## src/rtl/nw_cell_sequencer.sv

```systemverilog
// Needleman-Wunsch fill sequencer: writes the score/direction borders, then walks
// interior cells row-major, feeding the Max cell and writing back its result.
module nw_cell_sequencer #(
    parameter int          N         = 8,
    parameter int unsigned ADDR_W    = 7,
    parameter int          GAP_SCORE = -2,
    parameter logic [2:0]  ARROW_LX  = 3'b100,
    parameter logic [2:0]  ARROW_UP  = 3'b010
) (
    input  logic                clk,
    input  logic                rst,
    input  logic                start,
    input  logic [2*N-1:0]      seq_a,
    input  logic [2*N-1:0]      seq_b,
    output logic [ADDR_W-1:0]   ram_addr,
    output logic                ram_we,
    output logic signed [8:0]   ram_wdata,
    input  logic signed [8:0]   ram_rdata,
    output logic                dir_we,
    output logic [2:0]          dir_wdata,
    output logic                value,
    output logic signed [8:0]   diag,
    output logic signed [8:0]   up,
    output logic signed [8:0]   lx,
    input  logic signed [8:0]   max_in,
    input  logic [2:0]          symbol_in,
    input  logic                calculated,
    output logic                busy,
    output logic                done,
    output logic signed [8:0]   final_score
);

    localparam int unsigned     IDX_W = $clog2(N + 2);
    localparam int              ROW   = N + 1;
    localparam logic signed [8:0] GAP = 9'(GAP_SCORE);
    localparam logic signed [8:0] NV  = 9'sd255;
    localparam logic [IDX_W-1:0] LAST = IDX_W'(N);
    localparam logic [IDX_W-1:0] ONE  = IDX_W'(1);

    typedef enum logic [3:0] {
        S_IDLE, S_INIT, S_RD_D, S_RD_U, S_RD_L, S_LAT, S_EVAL, S_WR, S_DONE
    } state_t;

    state_t state, state_d;
    logic [IDX_W-1:0]     i, i_d, j, j_d;
    logic signed [8:0]    acc, acc_d, diag_q, diag_q_d, up_q, up_q_d;
    logic [2*N-1:0]       sa, sa_d, sb, sb_d, sa_sh, sb_sh;
    logic [ADDR_W-1:0]    addr_d;
    logic                 we_d, value_d, busy_d, done_d;
    logic signed [8:0]    wdata_d, diag_d, up_d, lx_d, final_d;
    logic [2:0]           dir_d;

    function automatic logic [ADDR_W-1:0] addr_of(input logic [IDX_W-1:0] r,
                                                  input logic [IDX_W-1:0] c);
        return ADDR_W'(int'(r) * ROW + int'(c));
    endfunction

    // Symbols of the current cell: seq_a[i-1] and seq_b[j-1]
    assign sa_sh = sa >> {i - ONE, 1'b0};
    assign sb_sh = sb >> {j - ONE, 1'b0};

    always_ff @(posedge clk) begin
        if (!rst) begin
            state       <= S_IDLE;
            i           <= '0;
            j           <= '0;
            acc         <= '0;
            sa          <= '0;
            sb          <= '0;
            diag_q      <= '0;
            up_q        <= '0;
            ram_addr    <= '0;
            ram_we      <= 1'b0;
            ram_wdata   <= '0;
            dir_we      <= 1'b0;
            dir_wdata   <= '0;
            value       <= 1'b0;
            diag        <= NV;
            up          <= NV;
            lx          <= NV;
            busy        <= 1'b0;
            done        <= 1'b0;
            final_score <= '0;
        end else begin
            state       <= state_d;
            i           <= i_d;
            j           <= j_d;
            acc         <= acc_d;
            sa          <= sa_d;
            sb          <= sb_d;
            diag_q      <= diag_q_d;
            up_q        <= up_q_d;
            ram_addr    <= addr_d;
            ram_we      <= we_d;
            ram_wdata   <= wdata_d;
            dir_we      <= we_d;
            dir_wdata   <= dir_d;
            value       <= value_d;
            diag        <= diag_d;
            up          <= up_d;
            lx          <= lx_d;
            busy        <= busy_d;
            done        <= done_d;
            final_score <= final_d;
        end
    end

    // Next state plus next values of every registered output; i==j==0 in INIT marks borders complete
    always_comb begin
        state_d  = state;
        i_d      = i;
        j_d      = j;
        acc_d    = acc;
        sa_d     = sa;
        sb_d     = sb;
        diag_q_d = diag_q;
        up_q_d   = up_q;
        addr_d   = ram_addr;
        we_d     = 1'b0;
        wdata_d  = ram_wdata;
        dir_d    = dir_wdata;
        value_d  = 1'b0;
        diag_d   = NV;
        up_d     = NV;
        lx_d     = NV;
        busy_d   = busy;
        done_d   = 1'b0;
        final_d  = final_score;
        case (state)
            S_IDLE: begin
                if (start) begin
                    sa_d    = seq_a;
                    sb_d    = seq_b;
                    state_d = S_INIT;
                    busy_d  = 1'b1;
                    i_d     = '0;
                    j_d     = ONE;
                    acc_d   = GAP;
                    we_d    = 1'b1;
                    addr_d  = '0;
                    wdata_d = '0;
                    dir_d   = 3'b000;
                end
            end
            S_INIT: begin
                if (j != '0) begin
                    we_d    = 1'b1;
                    addr_d  = addr_of('0, j);
                    wdata_d = acc;
                    dir_d   = ARROW_LX;
                    if (j == LAST) begin
                        i_d   = ONE;
                        j_d   = '0;
                        acc_d = GAP;
                    end else begin
                        j_d   = j + ONE;
                        acc_d = acc + GAP;
                    end
                end else if (i != '0) begin
                    we_d    = 1'b1;
                    addr_d  = addr_of(i, '0);
                    wdata_d = acc;
                    dir_d   = ARROW_UP;
                    if (i == LAST) begin
                        i_d = '0;
                    end else begin
                        i_d   = i + ONE;
                        acc_d = acc + GAP;
                    end
                end else begin
                    state_d = S_RD_D;
                    i_d     = ONE;
                    j_d     = ONE;
                    addr_d  = '0;
                end
            end
            S_RD_D: begin
                state_d = S_RD_U;
                addr_d  = addr_of(i - ONE, j);
            end
            S_RD_U: begin
                state_d  = S_RD_L;
                diag_q_d = ram_rdata;
                addr_d   = addr_of(i, j - ONE);
            end
            S_RD_L: begin
                state_d = S_LAT;
                up_q_d  = ram_rdata;
            end
            S_LAT: begin
                state_d = S_EVAL;
                diag_d  = diag_q;
                up_d    = up_q;
                lx_d    = ram_rdata;
                value_d = (sa_sh[1:0] == sb_sh[1:0]);
            end
            S_EVAL: begin
                value_d = value;
                diag_d  = diag;
                up_d    = up;
                lx_d    = lx;
                if (calculated) begin
                    state_d = S_WR;
                    value_d = 1'b0;
                    diag_d  = NV;
                    up_d    = NV;
                    lx_d    = NV;
                    we_d    = 1'b1;
                    addr_d  = addr_of(i, j);
                    wdata_d = max_in;
                    dir_d   = symbol_in;
                    if (i == LAST && j == LAST) final_d = max_in;
                end
            end
            S_WR: begin
                if (i == LAST && j == LAST) begin
                    state_d = S_DONE;
                    done_d  = 1'b1;
                end else begin
                    state_d = S_RD_D;
                    if (j == LAST) begin
                        i_d    = i + ONE;
                        j_d    = ONE;
                        addr_d = addr_of(i, '0);
                    end else begin
                        j_d    = j + ONE;
                        addr_d = addr_of(i - ONE, j);
                    end
                end
            end
            S_DONE: begin
                state_d = S_IDLE;
                busy_d  = 1'b0;
            end
            default: state_d = S_IDLE;
        endcase
    end

endmodule

```

## config.mk

```make
export PLATFORM = sky130hd
export DESIGN_NAME = nw_cell_sequencer
export DESIGN_NICKNAME = d
export VERILOG_FILES = /design/src/rtl/nw_cell_sequencer.sv
export SDC_FILE = /design/constraint.sdc
export NUM_CORES = 1
export LEC_CHECK = 0
export BUFFER_PORTS_ARGS = -buffer_cell sky130_fd_sc_hd__buf_2
export CORE_ASPECT_RATIO = 0.8
export CORE_MARGIN = 4
export CORE_UTILIZATION = 45
export CTS_CLUSTER_DIAMETER = 50
export DETAILED_ROUTE_END_ITERATION = 7
export GPL_TIMING_DRIVEN = 1
export PLACE_DENSITY = 0.64
export SLEW_MARGIN = 20
export SYNTH_ARGS = -nofsm -noshare
export SYNTH_HDL_FRONTEND = slang
export SYNTH_SLANG_ARGS = --single-unit
```

## constraint.sdc

```tcl
create_clock -name clk -period 3.97 [get_ports clk]
set_clock_uncertainty 0.2 [all_clocks]
set_input_delay 0.5955 -clock clk [delete_from_list [all_inputs] [get_ports clk]]
set_output_delay 0.5955 -clock clk [all_outputs]
set_load 0.03 [all_outputs]
```

# [Word level (Yosys, flattened, before mapping)]
# Cells that the tools add are included.
[classes] addsub=8 eq_ne=21 n_mux=57 n_mul=2 shift=2 reduce_logical=19
[ops] operator="9-bit two-way mux" count=10
[ops] operator="9-bit case mux with 2 select lines" count=4
[ops] operator="4-bit two-way mux" count=17
[ops] operator="7-bit two-way mux" count=6
[ops] operator="7-bit case mux with 6 select lines" count=1
[ops] operator="4-bit case mux with 8 select lines" count=1
[ops] operator="16-bit by 5-bit right shift with 2-bit output" count=2
[ops] operator="9-bit case mux with 3 select lines" count=1
[ops] operator="4-bit case mux with 3 select lines" count=2
[ops] operator="4-bit AND reduction" count=5
[ops] operator="4-bit by 3-bit == test with 1-bit output, second input constant" count=4
[ops] operator="7-bit by 5-bit adder with 7-bit output" count=2
[ops] operator="4-bit by 4-bit multiplier with 7-bit output, second input constant" count=2
[ops] operator="4-bit == test, second input constant" count=3
[ops] operator="3-bit two-way mux" count=4
[ops] operator="2-bit != test, second input constant" count=6
[ops] operator="3-bit != test, second input constant" count=4
[ops] operator="9-bit by 2-bit adder with 9-bit output, second input constant" count=1
[ops] operator="3-bit case mux with 3 select lines" count=1
[ops] operator="4-bit by 1-bit adder with 4-bit output, second input constant" count=2
[ops] operator="4-bit by 2-bit == test with 1-bit output, second input constant" count=2
[ops] operator="4-bit nonzero test" count=2
[ops] operator="4-bit by 1-bit subtractor with 4-bit output, second input constant" count=2
[ops] operator="7-bit by 4-bit adder with 7-bit output" count=1
[ops] operator="other kinds (13)" count=24
[totals] ff_bits=130 in_bits=57 output_inout_bits=60

# [Logic depth before layout (Yosys ltp)]
# Gate-level depths: netlist of run 1.
[depth] ltp_word=6 mapped_depth=14

# [Worst setup path before layout of run 1]
# OpenSTA, ideal clock, no wires.
[synth_path] path_kind="register -> register" from="register i[0]" to="register ram_addr[5]" synth_period_minus_slack_ps=3363 path_stages_with_launch=13 t_required_ps=3653 setup_ps=117 setup_slack_ps=607 t_arrival_ps=3046 path_cell_list="dfxtp_1 > clkbuf_1 > inv_1 > ha_1 > xor2_1 > ha_1 > fa_1 > a21o_1 > a21oi_1 > xnor2_1 > a22oi_1 > o211ai_1 > a22o_1"
[synth_via] elab_chain_cells=6 elab_cells_between_ends=17
[synth_lines] item="start: declaration" line="45" rtl="logic [IDX_W-1:0] i, i_d, j, j_d;"
[synth_lines] item="start signal: assignment" line="86" rtl="i <= i_d;"
[synth_lines] item="4-bit by 1-bit subtractor with 4-bit output" line="179, 227"
[synth_lines] item="4-bit by 4-bit multiplier with 7-bit output" line="55" rtl="return ADDR_W'(int'(r) * ROW + int'(c));"
[synth_lines] item="7-bit by 4-bit adder with 7-bit output" line="55"
[synth_lines] item="7-bit two-way mux" line="221" rtl="if (j == LAST) begin"
[synth_lines] item="7-bit two-way mux" line="216" rtl="if (i == LAST && j == LAST) begin"
[synth_lines] item="7-bit case mux with 6 select lines" line="129" rtl="case (state)"
[synth_lines] item="end signal: assignment" line="93" rtl="ram_addr <= addr_d;"
[synth_lines] item="end: declaration" line="15" rtl="output logic [ADDR_W-1:0] ram_addr,"
# Several ways; a longest one is shown, not always the timed one. The select of a mux whose other input is x is not followed.
# A chain may end at the register's enable or synchronous reset.

# [Worst setup path after layout of run 1]
[layout_path] from="register i[1]" to="register ram_addr[5]"
# Same word-level chain as after synthesis.

==> impl_metrics.env, run 1 <==
export IMPL_avgSynthCellArea_um2=8.43
export IMPL_cts_resized_gates=0
export IMPL_status="finished clean"
export IMPL_drc=0
export IMPL_path_class="reg -> reg"
export IMPL_cts_tree="yes"
export IMPL_cp_max_fo=9
export IMPL_ant_nets=0
export IMPL_initial_core_util_pct=46.6
export IMPL_ys_top_cells_by_area="dfxtp_1 (42%), nand2_1 (9.3%), a21oi_1 (6.7%)"
export IMPL_seq_power_share_pct=36.7
export IMPL_cpMaxStageDelayCell="dfxtp_1"
export IMPL_drtPass1Iterations=5
export IMPL_grt_pass1_vias=5448
export IMPL_power_switching_mw=1.42
export IMPL_grt_use_total_pct=21.3
export IMPL_final_setup_worst_slack_ns=0.579
export IMPL_synth_ff_type="dfxtp_1"
export IMPL_yosys_area_top_type="dfxtp_1"
export IMPL_combPwrFrac_pct=27.6
export IMPL_setup_violations=0
export IMPL_dp_hpwl_um=11500
export IMPL_maxCapViolations=0
export IMPL_path_cells="inv_1 > ha_1 > inv_1 > ha_1 > ha_1 > fa_1 > a21o_1 > a21oi_1 > xnor2_1 > a22oi_1 > o211ai_1 > a22o_1"
export IMPL_routed_via_density=5.48
export IMPL_synth_seq_area_share_pct=42.4
export IMPL_drt_iter0_drc=379
export IMPL_crit_arrival_ns=3.50
export IMPL_slew_viol_final=0
export IMPL_worstMarginPinSlew_ns=1.02
export IMPL_grt_pass1_wl_um=27200
export IMPL_internal_power_mw=2.73
export IMPL_drive_above_1_share_pct=21.6
export IMPL_nNetsFinal=901
export IMPL_holdWs_ns=0.208
export IMPL_gp_congestion=0.853
export IMPL_fp_dieArea_um2=15500
export IMPL_synth_seq_cells=129
export IMPL_regToRegSetupSlack_ns=0.58
export IMPL_clockPowerShare_pct=35.7
export IMPL_critPathMostFrequentCell="ha_1"
export IMPL_wirelength_um=16200
export IMPL_place_area_um2=6750
export IMPL_cts_buffers=17
export IMPL_die_h_um=112
export IMPL_worst_path_buf_inv=2
export IMPL_async_flop_share_pct=0
export IMPL_clk_latency_ns=0.42
export IMPL_fin_area_um2=7320
export IMPL_dpl_cell_count=975
export IMPL_cts_root_buffer_cell="clkbuf_16"
export IMPL_port_buffers=116
export IMPL_period_share_pct=85.4
export IMPL_synth_top_cell_area_share_pct=42.4
export IMPL_cts_hold_buf=0
export IMPL_syn_area_um2=6090
export IMPL_clkTransAtPathRegs_ns=0.06
export IMPL_grt_max_degree=54
export IMPL_top_level_ports=117
export IMPL_leakagePower_nw=3.00
export IMPL_switching_share_pct=34.2
export IMPL_wl_per_cell_um=16.0
export IMPL_multi_input_area_um2=3270
export IMPL_instances_no_fill=1007
export IMPL_diodes=0
export IMPL_grt_overflow=0
export IMPL_max_stage_delay_ns=0.50
export IMPL_fp_dieW_um=138
export IMPL_syn_to_final_growth_pct=20.2
export IMPL_post_place_ws_ns=0.645
export IMPL_synth_warnings=0
export IMPL_required_ns=4.08
export IMPL_yosys_top_cells_count="nand2_1 (151), dfxtp_1 (129), a21oi_1 (82)"
export IMPL_ir_drop_mv=0.332
export IMPL_ys_types=66
export IMPL_synth_edff_count=0
export IMPL_endpoint_kind="register"
export IMPL_rsz0062_at_grt="no"
export IMPL_clockBufferDepth=2
export IMPL_synth_nets=804
export IMPL_finalSetupTns_ns=0
export IMPL_start_kind="register"
export IMPL_synthCells=722
export IMPL_p_per_area_nw_per_um2=567
export IMPL_critPathTopFamily="adder cells"
export IMPL_timing_fmax_mhz=295
export IMPL_post_synth_top_count_cell="nand2_1"
export IMPL_coreArea_um2=13100
export IMPL_fillers=1300
export IMPL_antenna_found_initial=0
export IMPL_slew_headroom_pct=31.8
export IMPL_seq_area_um2=2580
export IMPL_hold_class="in -> reg"
export IMPL_hold_viol=0
export IMPL_rows=37
export IMPL_period_minus_slack_ns=3.39
export IMPL_h_tree_depth=4
export IMPL_via_count=5523
export IMPL_cts_setup_buffers=0
export IMPL_top_regs="sa x16, sb x16"
export IMPL_cts_sinks=129
## layout make-up
type                    instances  area share [%]
clock buffers                  18            5.87
clock inverters                14            1.78
inverters                      13           0.667
multi-input cells             534            44.6
flip-flops and latches        129            35.3
well taps                     175            2.99
repair buffers                124            8.76
## cells by family after synthesis
logic type / Yosys count / synth area share (%)
DFF: 129 / 42.4
xor gates and xnor gates: 19 / 2.73
AOI/OAI and AO/OA: 189 / 19.6
buffers and inverters: 59 / 4.11
muxes: 20 / 4.93
and+or+nand+nor: 281 / 20.8
adders and majority gates: 25 / 5.38
## stage by stage
stage          util (%)  total power [mW]
2_1_floorplan         -              2.39
3_3_place_gp       51.7              2.65
3_5_place_dp       51.7              2.68
4_1_cts            56.0              4.17
5_1_grt            56.0              4.40
6_report           56.0              4.15
## tightest hold or removal path, delay by kind of cell
kind | cells | cell delay [ns]
AOI/OAI and AO/OA | 1 | 0.05
buffers and inverters | 1 | 0.09
and+or+nand+nor | 1 | 0.04
## power groups by stage
stage / combinational (mW) / clock [mW] / sequential (mW)
floorplan: 0.797 / 0 / 1.59
detailed placement: 1.14 / 0 / 1.55
global placement: 1.11 / 0 / 1.54
finish: 1.15 / 1.48 / 1.52
global route: 1.28 / 1.58 / 1.54
CTS: 1.14 / 1.51 / 1.52
## worst paths after layout
| path | startpoint | to | cells past startpoint |
|---|---|---|---|
| max | i[1] | ram_addr[5] | 12 |
| min | seq_a[1] | sa[1] | 3 |
| max reg2reg | i[1] | ram_addr[5] | 12 |
| min reg2reg | up_q[6] | up_q[6] | 2 |
## cells in the final DEF (no fill, tap or decap), drive strengths merged, types with 4 or more instances in the layout
master,instances
or2,6
o21ai,14
xnor2,9
or3,5
nor3b,5
nand3b,6
nand3,9
inv,18
clkinvlp,4
clkinv,4
nor3,9
ha,23
a211oi,16
buf,124
a22oi,15
a22o,5
nand2,151
dfxtp,129
nor2b,7
mux4,8
nand2b,10
xor2,10
and3,4
clkbuf,18
nor2,56
o22ai,24
mux2i,12
a311oi,6
a21oi,83
## layer usage
metal  GRT usage, %  up-vias  wire, um
li1               -     2743         -
met1           30.7     2574      7850
met2           30.9      191      6820
met3           6.30       15      1280
met4           6.58        0       205
met5              0        -         0
Note: power is estimated with default switching activity, not from simulation.
==> inputs of run 2 (changes only) <==
ABC_AREA = 1   (was not set)
==> impl_metrics.env, run 2 <==
export IMPL_drt_iter0_drc=415
export IMPL_wl_met3_um=1220
export IMPL_cts_buffers=17
export IMPL_setup_violations=0
export IMPL_period_share_pct=79.3
export IMPL_wl_per_cell_um=14.1
export IMPL_port_buffers=116
export IMPL_via_count=6145
export IMPL_path_class="reg -> reg"
export IMPL_rsz0062_at_grt="no"
export IMPL_mostFrequentLayoutCells="nand2_1 (171), dfxtp_1 (129), buf_2 (116), o21ai_0 (113)"
export IMPL_synth_nets=987
export IMPL_fp_dieArea_um2=16300
export IMPL_clockBufferDepth=2
export IMPL_rows=38
export IMPL_slew_headroom_pct=41.5
export IMPL_clk_latency_ns=0.41
export IMPL_required_ns=4.07
export IMPL_post_synth_top_count_cell="nand2_1"
export IMPL_leakagePower_nw=3.46
export IMPL_final_common_cell="nand2_1"
export IMPL_p_total_mw=5.73
export IMPL_h_tree_depth=4
export IMPL_ys_top_cells_by_area="dfxtp_1 (40%), nand2_1 (10%), o21ai_0 (8.8%)"
export IMPL_synth_seq_area_share_pct=40.1
export IMPL_wirelength_um=16900
export IMPL_crit_arrival_ns=3.24
export IMPL_grt_max_degree=102
export IMPL_cts_sinks=129
export IMPL_p_per_area_nw_per_um2=747
export IMPL_period_minus_slack_ns=3.15
export IMPL_ant_nets=0
export IMPL_syn_area_um2=6440
export IMPL_async_flop_share_pct=0
export IMPL_cts_resized_gates=0
export IMPL_clkTransAtPathRegs_ns=0.06
export IMPL_drtPass1Iterations=6
export IMPL_finalSetupTns_ns=0
export IMPL_met2WireLength_um=6670
export IMPL_synth_ff_type="dfxtp_1"
export IMPL_top_level_ports=117
export IMPL_die_h_um=115
export IMPL_cp_max_fo=6
export IMPL_start_kind="register"
export IMPL_ys_types=41
export IMPL_highest_layer="met5"
export IMPL_nNetsFinal=1087
export IMPL_synth_seq_cells=129
export IMPL_max_stage_delay_ns=0.43
export IMPL_grt_use_total_pct=21.1
export IMPL_endpoint_kind="register"
export IMPL_fp_dieW_um=142
export IMPL_gp_congestion=0.955
export IMPL_initial_core_util_pct=46.7
export IMPL_status="finished clean"
export IMPL_ir_drop_mv=0.392
export IMPL_slew_viol_final=0
export IMPL_synth_warnings=0
export IMPL_worstMarginPinSlew_ns=0.877
export IMPL_timing_fmax_mhz=317
export IMPL_maxCapViolations=0
export IMPL_grt_pass1_vias=5699
export IMPL_wl_met1_um=8730
export IMPL_hold_class="in -> reg"
export IMPL_hold_viol=0
export IMPL_drc=0
export IMPL_yosys_area_top_type="dfxtp_1"
export IMPL_synthCells=905
export IMPL_cpMaxStageDelayCell="dfxtp_1"
export IMPL_diodes=0
export IMPL_avgSynthCellArea_um2=7.11
export IMPL_dp_hpwl_um=12200
export IMPL_cts_hold_buf=0
export IMPL_top_regs="sa x16, sb x16"
export IMPL_yosys_top_cells_count="nand2_1 (171), dfxtp_1 (129), o21ai_0 (113)"
export IMPL_grt_overflow=0
export IMPL_fillers=1383
export IMPL_cts_setup_buffers=0
export IMPL_routed_via_density=5.13
export IMPL_syn_to_final_growth_pct=19.2
export IMPL_coreArea_um2=13800
export IMPL_path_cells="inv_1 > ha_1 > inv_1 > ha_1 > ha_1 > fa_1 > nand3_1 > nand2_1 > or2_2 > nand3_1 > nand3_1 > nand2_1 > a21oi_1"
export IMPL_cts_root_buffer_cell="clkbuf_16"
export IMPL_synth_top_cell_area_share_pct=40.1
export IMPL_antenna_found_initial=1
export IMPL_grt_pass1_wl_um=28200
export IMPL_drive_above_1_share_pct=20.4
export IMPL_cts_tree="yes"
export IMPL_synth_edff_count=0
run 2: power breakdown:
part | switching [mW] | total, mW | internal [mW]
registers | 0.137 | 1.70 | 1.56
clock network | 0.585 | 1.52 | 0.935
logic | 1.70 | 2.52 | 0.813
run 2: stage by stage:
stage | std cells | setup WS, ns | hold WS [ns] | utilization [%] | instance area, um^2
floorplan | 905 | 1.02 | 0.221 | - | 6440
global placement | 1166 | 0.926 | 0.235 | 51.5 | 7100
detailed placement | 1166 | 0.866 | 0.238 | 51.5 | 7100
CTS | 1197 | 0.815 | 0.235 | 55.7 | 7670
global route | 1197 | 0.547 | 0.250 | 55.7 | 7670
finish | 1197 | 0.820 | 0.245 | 55.7 | 7670
run 2: worst paths after layout:
check / from / to / slack [ns] / depth (start not counted)
max reg2reg: i[1] / ram_addr[5] / 0.82 / 13
max: i[1] / ram_addr[5] / 0.82 / 13
min reg2reg: sa[14] / sa[14] / 0.25 / 2
min: symbol_in[0] / dir_wdata[0] / 0.25 / 3
run 2: kinds of logic (layout without fill, tap and decap cells):
| kind of cell | after synthesis | after routing | synth area share (%) |
|---|---|---|---|
| simple gates | 381 | 381 | 26.4 |
| fa+ha+maj | 25 | 25 | 5.09 |
| buf+inv | 141 | 253 | 8.96 |
| xor+xnor | 9 | 9 | 1.22 |
| flops | 129 | 129 | 40.1 |
| compound gates | 220 | 220 | 18.2 |
run 2: per-layer routing:
layer / up-vias / track usage [%]
li1: 3196 / -
met2: 196 / 29.3
met5: - / 0
met3: 30 / 5.82
met1: 2721 / 31.8
met4: 2 / 6.20
run 2: final cells by class:
cell class	instances	area, um^2	area share, %
Multi-Input combinational cell	635	3280	42.8
Sequential cell	129	2580	33.6
Timing Repair Buffer	122	626	8.15
Clock buffer	18	439	5.72
Inverter	100	380	4.96
Tap cell	180	225	2.93
Clock inverter	13	138	1.79
run 2: critical path: cells and delay by family, from the launching register on:
family | cells | cell delay [ns]
flops | 1 | 0.43
buf+inv | 2 | 0.33
fa+ha+maj | 4 | 1.35
compound gates | 1 | 0.06
simple gates | 6 | 0.66
